### config.mk
export PLATFORM = sky130hd
export DESIGN_NAME = ln_fp32_iter
export DESIGN_NICKNAME = d
export VERILOG_FILES = /design/src/rtl/ln_fp32_iter.sv
export SDC_FILE = /design/constraint.sdc
export NUM_CORES = 1
export LEC_CHECK = 0
export BUFFER_PORTS_ARGS = -buffer_cell sky130_fd_sc_hd__clkbuf_2
export CAP_MARGIN = 10
export CORE_AREA = 2 2 196 342
export CTS_CLUSTER_SIZE = 16
export DETAILED_ROUTE_END_ITERATION = 8
export DIE_AREA = 0 0 198 344
export PLACE_DENSITY = 0.57
export SYNTH_ARGS = -nofsm -noshare
export SYNTH_HDL_FRONTEND = slang
export SYNTH_SLANG_ARGS = --single-unit
export TNS_END_PERCENT = 50
### constraint.sdc
create_clock -name clk -period 22.6 [get_ports clk]
set_clock_uncertainty 0.1 [all_clocks]
set_input_delay 3.39 -clock clk [delete_from_list [all_inputs] [get_ports clk]]
set_output_delay 3.39 -clock clk [all_outputs]
set_load 0.005 [all_outputs]
### src/rtl/ln_fp32_iter.sv
// Iterative fp32 natural logarithm: ln(m) by shift-add multiplicative
// normalisation, then E*ln2 added and the fixed-point sum renormalised.
module ln_fp32_iter #(
    parameter int MAX_ITER = 24
) (
    input  logic        clk,
    input  logic        rst_n,
    input  logic        start,
    input  logic [31:0] A,
    input  logic [4:0]  number_iter,
    output logic        ready,
    output logic        done,
    output logic [31:0] S
);

    typedef enum logic [2:0] {IDLE, UNPACK, ITER, COMBINE, NORM} state_t;

    localparam logic signed [39:0] LN2_Q30 = 40'sd744261118;
    localparam logic [4:0]         MAX_K   = 5'(MAX_ITER);

    state_t state, state_nx;

    logic [31:0]        a_r, x_r, spec_s_r;
    logic [4:0]         n_r, k_r, n_clamp;
    logic signed [39:0] y_r, e_ext, e_ln2;
    logic signed [8:0]  e_r;
    logic               spec_r, one_r;

    logic               a_nan, a_neg, a_pinf, a_zero, is_spec;
    logic [31:0]        spec_val;
    logic [32:0]        t;
    logic               accept;
    logic [39:0]        mag, sh;
    logic [5:0]         pos;
    logic [31:0]        norm_s;

    function automatic logic [29:0] ln_rom(input logic [4:0] k);
        unique case (k)
            5'd1:  ln_rom = 30'd435364845;
            5'd2:  ln_rom = 30'd239598564;
            5'd3:  ln_rom = 30'd126468572;
            5'd4:  ln_rom = 30'd65095192;
            5'd5:  ln_rom = 30'd33040817;
            5'd6:  ln_rom = 30'd16647494;
            5'd7:  ln_rom = 30'd8356010;
            5'd8:  ln_rom = 30'd4186133;
            5'd9:  ln_rom = 30'd2095107;
            5'd10: ln_rom = 30'd1048064;
            5'd11: ln_rom = 30'd524160;
            5'd12: ln_rom = 30'd262112;
            5'd13: ln_rom = 30'd131064;
            5'd14: ln_rom = 30'd65534;
            5'd15: ln_rom = 30'd32768;
            5'd16: ln_rom = 30'd16384;
            5'd17: ln_rom = 30'd8192;
            5'd18: ln_rom = 30'd4096;
            5'd19: ln_rom = 30'd2048;
            5'd20: ln_rom = 30'd1024;
            5'd21: ln_rom = 30'd512;
            5'd22: ln_rom = 30'd256;
            5'd23: ln_rom = 30'd128;
            5'd24: ln_rom = 30'd64;
            5'd25: ln_rom = 30'd32;
            5'd26: ln_rom = 30'd16;
            5'd27: ln_rom = 30'd8;
            5'd28: ln_rom = 30'd4;
            5'd29: ln_rom = 30'd2;
            5'd30: ln_rom = 30'd1;
            default: ln_rom = 30'd0;
        endcase
    endfunction

    always_comb begin
        n_clamp = number_iter;
        if (number_iter == 5'd0)
            n_clamp = 5'd1;
        else if (number_iter > MAX_K)
            n_clamp = MAX_K;
    end

    // negative NaN must still map to the NaN result, so order matters
    always_comb begin
        a_nan    = (&a_r[30:23]) && (|a_r[22:0]);
        a_neg    = a_r[31] && (|a_r[30:0]);
        a_pinf   = (a_r == 32'h7F80_0000);
        a_zero   = (a_r[30:23] == 8'd0);
        is_spec  = 1'b1;
        spec_val = 32'h0;
        priority case (1'b1)
            a_nan:   spec_val = 32'h7FC0_0000;
            a_neg:   spec_val = 32'h7FC0_0000;
            a_pinf:  spec_val = 32'h7F80_0000;
            a_zero:  spec_val = 32'hFF80_0000;
            default: is_spec  = 1'b0;
        endcase
    end

    always_comb begin
        t      = {1'b0, x_r} + ({1'b0, x_r} >> k_r);
        accept = (t <= 33'h0_8000_0000);
        e_ext  = {{31{e_r[8]}}, e_r};
        e_ln2  = e_ext * LN2_Q30;
    end

    always_comb begin
        mag = y_r[39] ? 40'(-y_r) : 40'(y_r);
        pos = 6'd0;
        for (int i = 0; i < 40; i++)
            if (mag[i]) pos = 6'(i);
        sh     = mag << (6'd39 - pos);
        norm_s = {y_r[39], 8'd97 + {2'b00, pos}, 23'(sh >> 16)};
    end

    always_ff @(posedge clk or negedge rst_n) begin
        if (!rst_n) state <= IDLE;
        else        state <= state_nx;
    end

    always_comb begin
        state_nx = state;
        unique case (state)
            IDLE:    if (start) state_nx = UNPACK;
            UNPACK:  state_nx = is_spec ? NORM : ITER;
            ITER:    if (k_r == n_r) state_nx = COMBINE;
            COMBINE: state_nx = NORM;
            NORM:    state_nx = IDLE;
            default: state_nx = IDLE;
        endcase
    end

    always_comb begin
        ready = (state == IDLE);
    end

    always_ff @(posedge clk or negedge rst_n) begin
        if (!rst_n) begin
            a_r      <= '0;
            n_r      <= '0;
            k_r      <= '0;
            x_r      <= '0;
            y_r      <= '0;
            e_r      <= '0;
            spec_r   <= 1'b0;
            spec_s_r <= '0;
            one_r    <= 1'b0;
            done     <= 1'b0;
            S        <= '0;
        end else begin
            done <= 1'b0;
            unique case (state)
                IDLE: begin
                    if (start) begin
                        a_r <= A;
                        n_r <= n_clamp;
                    end
                end
                UNPACK: begin
                    e_r      <= 9'({1'b0, a_r[30:23]}) - 9'd127;
                    x_r      <= {2'b01, a_r[22:0], 7'b0};
                    y_r      <= LN2_Q30;
                    k_r      <= 5'd1;
                    spec_r   <= is_spec;
                    spec_s_r <= spec_val;
                    one_r    <= (a_r == 32'h3F80_0000);
                end
                ITER: begin
                    if (accept) begin
                        x_r <= t[31:0];
                        y_r <= y_r - $signed({10'b0, ln_rom(k_r)});
                    end
                    k_r <= k_r + 5'd1;
                end
                COMBINE: y_r <= y_r + e_ln2;
                NORM: begin
                    done <= 1'b1;
                    if (spec_r)
                        S <= spec_s_r;
                    else if (one_r || y_r == 40'sd0)
                        S <= 32'h0;
                    else
                        S <= norm_s;
                end
                default: ;
            endcase
        end
    end

endmodule

== Word level (Yosys, flattened, before mapping) ==
Memory sizes are Yosys's and may differ from the RTL's.
Index checks and enable logic that the tools add are counted.
Storage, ports and cells
  input bits: 40
  memories: 1
  register bits: 193
  logic and storage cells: 116
  memory bits (writable): 0
  bits in read-only memories: 928
  latch bits: 0
Memories
  (no name shown): words 32, bits a word 29, rd ports 1, clocked after memory_dff 0, write ports 0, RTL line 38  | unique case (k)
Operators by class
  shift operators: 2
  eq/ne operators: 10
  magnitude comparators: 2
  add/subtract/negate cells: 8
  multiply operators: 1
  div/mod/pow operators: 0
  reductions and logical operators: 16
  bitwise operators: 0
  mux-type cells: 64
Operator list (number)
  two-way mux 6 bit: 38
  two-way mux 32 bit: 7
  case mux 40 bit (3 select lines): 1
  two-way mux 40 bit: 2
  case mux 32 bit (2 select lines): 1
  two-way mux 30 bit: 2
  adder 40 bit: 1
  logical NOT 40 bit: 1
  negator 40 bit: 1
  << shifter 40 x 6 -> 39 bit: 1
  subtractor 40 x 31 -> 40 bit: 1
  multiplier 9 x 30 -> 39 bit, second input constant: 1
  adder 32 x 33 -> 33 bit: 1
  <= comparator 33 x 32 -> 1 bit, second input constant: 1
  right shift 32 x 5 -> 33 bit: 1
  equality test 32 x 30 -> 1 bit, second input constant: 1
  equality test 32 x 31 -> 1 bit, second input constant: 1
  OR reduction 31 bit: 1
  OR reduction 23 bit: 1
  case mux 3 bit (4 select lines): 1
  two-way mux 5 bit: 2
  case mux 5 bit (2 select lines): 1
  two-way mux 3 bit: 3
  subtractor 8 x 7 -> 9 bit, second input constant: 1
  other kinds (19): 31

== Longest topological paths before layout ==
Gate-level depths: netlist of run 1.
  word-level depth: 45
  mapped depth: 37

== Worst setup path after synthesis of run 1 ==
No wires, ideal clock.
  path kind: register to register
  start point: reg e_r[0]
  end point: reg y_r[39]
  data arrival time: 7881 ps
  slack: 14496 ps
  clock period less this slack: 8104 ps
  stages on the path, launching flop included: 36
  path through: dfrtp_1 -> fa_1 -> inv_1 -> fa_1 -> inv_1 -> fa_1 -> inv_1 -> fa_1 -> inv_1 -> ha_1 -> ha_1 -> nor2b_1 -> o21a_1 -> o21ai_0 -> a31oi_1 -> o21ai_0 -> a211oi_1 -> o31ai_1 -> nand2b_1 -> nand2b_1 -> a21oi_1 -> xnor2_1 -> ha_1 -> a21o_1 -> a21o_1 -> a21o_1 -> a21oi_1 -> o21ai_0 -> a31oi_1 -> o21ai_0 -> o41a_1 -> a41o_1 -> o41ai_1 -> xnor2_1 -> xnor2_1 -> a211o_1
On the way
  cells in the longest elaborated chain, start to end: 3
RTL lines
  from (decl): RTL line 26  | logic signed [8:0] e_r;
  from (signal assigned): RTL line 158  | e_r <= 9'({1'b0, a_r[30:23]}) - 9'd127;
  multiplier 9 x 30 -> 39 bit: RTL line 102  | e_ln2 = e_ext * LN2_Q30;
  adder 40 bit: RTL line 173  | COMBINE: y_r <= y_r + e_ln2;
  case mux 40 bit (3 select lines): RTL line 150  | unique case (state)
  to (signal assigned): RTL line 169  | y_r <= y_r - $signed({10'b0, ln_rom(k_r)});
  to (signal assigned): RTL line 173
  to (decl): RTL line 25  | logic signed [39:0] y_r, e_ext, e_ln2;
Every way passes these cells.
A chain may end at the register's enable or synchronous reset.

== Worst setup path after layout of run 1 ==
Same ends and word-level chain as after synthesis.

==> results of run 1 <==
-- per-layer routing --
metal / wire length (µm) / up-vias / track usage (%)
li1: - / 10400 / -
met1: 28000 / 10400 / 22.6
met2: 43400 / 609 / 46.2
met3: 2380 / 265 / 2.16
met4: 5970 / 0 / 16.8
met5: 0 / - / 0
-- layout by cell type (no fill, tap or decap), drive strengths merged, types with 22 or more instances in the layout --
| cell type | n |
|---|---|
| ha | 241 |
| xor2 | 67 |
| mux2 | 73 |
| dfrtp | 163 |
| buf | 30 |
| o31ai | 28 |
| or3 | 25 |
| a31oi | 33 |
| clkbuf | 89 |
| xnor2 | 95 |
| nand2 | 310 |
| a21oi | 161 |
| nor2b | 25 |
| nor4 | 28 |
| fa | 61 |
| inv | 189 |
| o21ai | 194 |
| nor3 | 75 |
| mux2i | 144 |
| nor2 | 208 |
| nand2b | 32 |
| nand3 | 68 |
| a211oi | 32 |
| a21o | 60 |
| o211ai | 42 |
| and2 | 22 |
| o21a | 39 |
-- registers in the layout, indices dropped and copies added (netlist names), 3 cells and up --
register,cells
e_r,9
n_r,5
x_r,32
S,32
a_r,32
k_r,5
state,3
y_r,40
-- cell families after synthesis --
family / after synthesis / share of synthesized area (%)
compound gates: 792 / 23.3
fa+ha+maj: 302 / 18.2
buf+inv: 325 / 5.62
xor+xnor: 162 / 6.25
mux: 233 / 11.3
simple gates: 880 / 17.7
flops: 163 / 17.6
-- final timing paths --
| kind | to | slack [ns] |
|---|---|---|
| worst max-delay path | y_r[39] | 13.59 |
| worst max register to register | y_r[39] | 13.59 |
| worst min-delay path | S[28] | 0.38 |
| min in group asynchronous | S[10] | 2.83 |
| max in group asynchronous | k_r[0] | 18.25 |
| worst min register to register | S[28] | 0.38 |
-- layout make-up --
cell class	count	area, µm²
clock inverters	15	185
fillers	6819	40400
well taps	882	1100
flip-flops and latches	163	4090
multi-input cells	2369	17900
diodes	1	2.50
inverters	182	686
repair buffers	102	589
clock buffers	17	425
-- worst reg2reg max path, delay by kind of cell (launching register included) --
family	cells	cell delay, ns
flip-flops	1	0.54
XOR/XNOR	3	0.42
AO/OA/AOI/OAI	18	4.09
AND/OR/NAND/NOR	3	0.42
adder cells (fa/ha/maj)	7	3.07
buffers and inverters	4	0.26
-- through the flow --
stage               hold WS (ns)  setup slack (ns)
floorplan                  0.347             14.50
global placement           0.363             13.74
detailed placement         0.370             13.69
CTS                        0.387             13.66
global route               0.412             13.06
finish                     0.381             13.59
==> flow_summary.toml, run 1 <==
[yosys]
syn_area_mm2 = 0.0232
ys_top_cells_by_count = "310 x nand2_1, 241 x ha_1, 208 x nor2_1, 187 x o21ai_0, 175 x inv_1"
synth_ff_type = "dfrtp_1"
async_reset_ff_share_pct = 100
synth-seq-cells = 163
synth-edff-count = 0
synth_area_leader_cell = "dfrtp_1"
synth_top_area_share_pct = 17.6
yosysWarnings = 0
yosys.cell_count.top_type = "nand2_1"
ys_seq_area_share_pct = 17.6
yosys.cell_types.count = 97
synth.avg_cell_area_um2 = 8.13
synthCells = 2857
synth_area_leaders = "dfrtp_1 18%, ha_1 13%, mux2i_1 6.2%"
synth_fp_nets = 3199

[sta]
max_freq_ghz = 0.111
tightestPinTransition_ns = 1.09
hold_viol_final = 0
post-route-period-util_pct = 39.9
min_period_ns = 9.01
setup_tns_ns = 0
slew_violations = 0
max_slew_margin_pct = 26.6
setup_viol = 0
rsz0062_at_grt = "false"

[finish]
final_area_mm2 = 0.0249
post-route-util_pct = 38.2
nets = 3177
area_delta_synth_final_pct = 7.33
fin_cells = 3731
final_layout_size_suffix_gt1_share_pct = 10.1

[place]
place_inst = 3698
dpl.hpwl_mm = 64.3
gp_congestion = 0.971
portBuffers = 73
dpl_cell_area_mm2 = 0.0243

[detailed_routing]
ant_nets = 0
finalWirelength_mm = 79.8
drc = 0
via_per_inst = 5.81
firstDrtPassIters = 6
routedWlPerCell_um = 21.4
vias = 21700
drtIter0Drc = 1257

[global_routing]
grt_pass1_vias = 21900
grt.overflow.total = 0
grt_max_degree = 79
antenna_found_initial = 0
grt_pass1_wl_mm = 124
track_usage_pct = 23.5

[min_path]
min_from = "S[28]"
hold_path_class = "reg2reg"
holdPathStages = 2

[clock_tree]
cts.clk_slew.worst_paths_ns = 0.08
clock-root-buffer = "clkbuf_16"
clock_sinks = 163
clk_path_buf_depth = 2
cts_tree = "yes"
hold_buffers = 0
clk_latency_ns = 0.49
cts_max_level = 4
cts-buffers-inserted = 17
cts-resized-gates = 0
cts_setup_buffers = 0

[status]
outcome = "complete, no violations"

[critical_path]
reg2regPathDepth = 35
cp_top_family = "compound AO/OA/AOI/OAI gates"
crit_start = "e_r[0]"
endpoint_kind = "flop"
cp_max_fo = 9
start_kind = "flop"
required_ns = 22.88
worst-path-stages = 35
worstReg2RegStart = "e_r[0]"
cp.arrival_ns = 9.29
max_stage_delay_ns = 0.66
path_class = "reg2reg"
crit_buf_inv = 4
slowest_stage = "fa_1"

[die]
core_area_mm2 = 0.0653
start_util_pct = 35.6
die_w_um = 198
boundaryPins = 74
dieArea_mm2 = 0.0681
die_h_um = 344
rows = 124

[run]
max_cap_violations = 0
Power of run 1 is left out: the tool's default activity adds up to more than one toggle a clock period on the data nets, which glitch-free logic cannot reach.
==> run 2: changes to the inputs <==
PLACE_DENSITY = 0.59   (was 0.57)
clock period = 7.85 ns   (was 22.6 ns; I/O delays follow)
==> flow_summary.toml, run 2 (synthesized netlist as in run 1, its figures left out) <==
[global_routing]
grt.overflow.total = 0
grt_pass1_vias = 22300
antenna_found_initial = 0
grt_max_degree = 77
grt_pass1_wl_mm = 124
track_usage_pct = 23.5

[sta]
tightestPinTransition_ns = 1.02
slew_violations = 0
post-route-period-util_pct = 98.9
hold_viol_final = 0
min_period_ns = 7.76
max_slew_margin_pct = 31.4
rsz0062_at_grt = "true"
setup_viol = 0
max_freq_ghz = 0.129

[place]
gp_congestion = 0.960
portBuffers = 73
place_inst = 3782
dpl_cell_area_mm2 = 0.0250
dpl.hpwl_mm = 64.6

[clock_tree]
hold_buffers = 0
cts_max_level = 4
clk_path_buf_depth = 2
cts.clk_slew.worst_paths_ns = 0.08
cts_tree = "yes"
clk_latency_ns = 0.49
clock-root-buffer = "clkbuf_16"
clock_sinks = 163
cts-buffers-inserted = 17

[finish]
area_delta_synth_final_pct = 11.2
top_register = "y_r"
final_common_cell = "nand2_1"
nets = 3270
fin_cells = 3823
final_area_mm2 = 0.0258
diodes = 0
mostFrequentLayoutCells = "310 x nand2_1, 236 x ha_1, 207 x nor2_1"
final_layout_size_suffix_gt1_share_pct = 14.2
largest_reg_flops = 40

[critical_path]
slowest_stage = "fa_1"
cp.arrival_ns = 8.05
required_ns = 8.13
cp_max_fo = 3
max_stage_delay_ns = 0.59
path_class = "reg2reg"
start_kind = "flop"
r2r_slack_ns = 0.09
endpoint_kind = "flop"

[die]
die_h_um = 344
core_area_mm2 = 0.0653
rows = 124
boundaryPins = 74
dieArea_mm2 = 0.0681
die_w_um = 198
start_util_pct = 35.6

[detailed_routing]
finalWirelength_mm = 80.2
drtIter0Drc = 1316
drc = 0
firstDrtPassIters = 6
via_per_inst = 5.78
routedWlPerCell_um = 21.0
vias = 22100
ant_nets = 0

[status]
outcome = "complete, no violations"

[run]
max_cap_violations = 0

[min_path]
hold_path_class = "reg2reg"
-- run 2: cell types whose count changed in the layout (fill, tap and decap cells not counted), sizes merged --
cell and delta:
clkinvlp +1, buf +93, inv +3, clkbuf +1
diode -1, clkinv -5
-- run 2: layer usage --
metal	global-route usage [%]	vias up	part of all wire [%]
met5	0	-	0
met4	17.5	0	8.1
met3	2.86	271	3.2
met2	45.1	622	53
met1	22.7	10600	36
li1	-	10600	-
-- run 2: area by class of cell --
cell class	count	area, µm²
fill	6800	39500
sequential	163	4090
tap	882	1100
timing repair buffer	195	1330
clock buffer	18	429
inverter	182	686
multi-input combinational	2369	18100
clock inverter	14	131
-- run 2: path summary, 6_finish.rpt --
kind | startpoint | endpoint | cells past startpoint
setup / recovery | e_r[0] | y_r[39] | 33
hold / removal | S[27] | S[27] | 2
setup reg to reg | e_r[0] | y_r[39] | 33
hold reg to reg | S[27] | S[27] | 2
max in group asynchronous | rst_n | x_r[11] | 2
min in group asynchronous | rst_n | y_r[4] | 1
-- run 2: per-stage QoR --
stage	TNS, ns	util (%)	hold WS (ns)	setup WS, ns
after floorplan	0	-	0.347	0.00869
after global placement	-0.191	38.3	0.362	-0.191
after detailed placement	-0.297	38.3	0.372	-0.250
after CTS	-0.111	39.3	0.389	-0.111
after global routing	-0.509	39.5	0.420	-0.340
final	0	39.5	0.382	0.0867
-- run 2: critical path: cells and delay by family (launching register included) --
family	cells	cell delay, ns
AND/OR/NAND/NOR	3	0.50
adder cells (fa/ha/maj)	7	2.86
flip-flops	1	0.42
buffers and inverters	7	0.71
XOR/XNOR	3	0.42
AO/OA/AOI/OAI	13	2.63
-- run 2: timing repair --
item                       in CTS  in global routing
pin swaps                      29                 41
gates cloned                    0                  0
setup endpoints to repair       3                 10
setup buffers                   1                  8
resized for setup              18                 29
Power of run 2 is left out for the same reason.
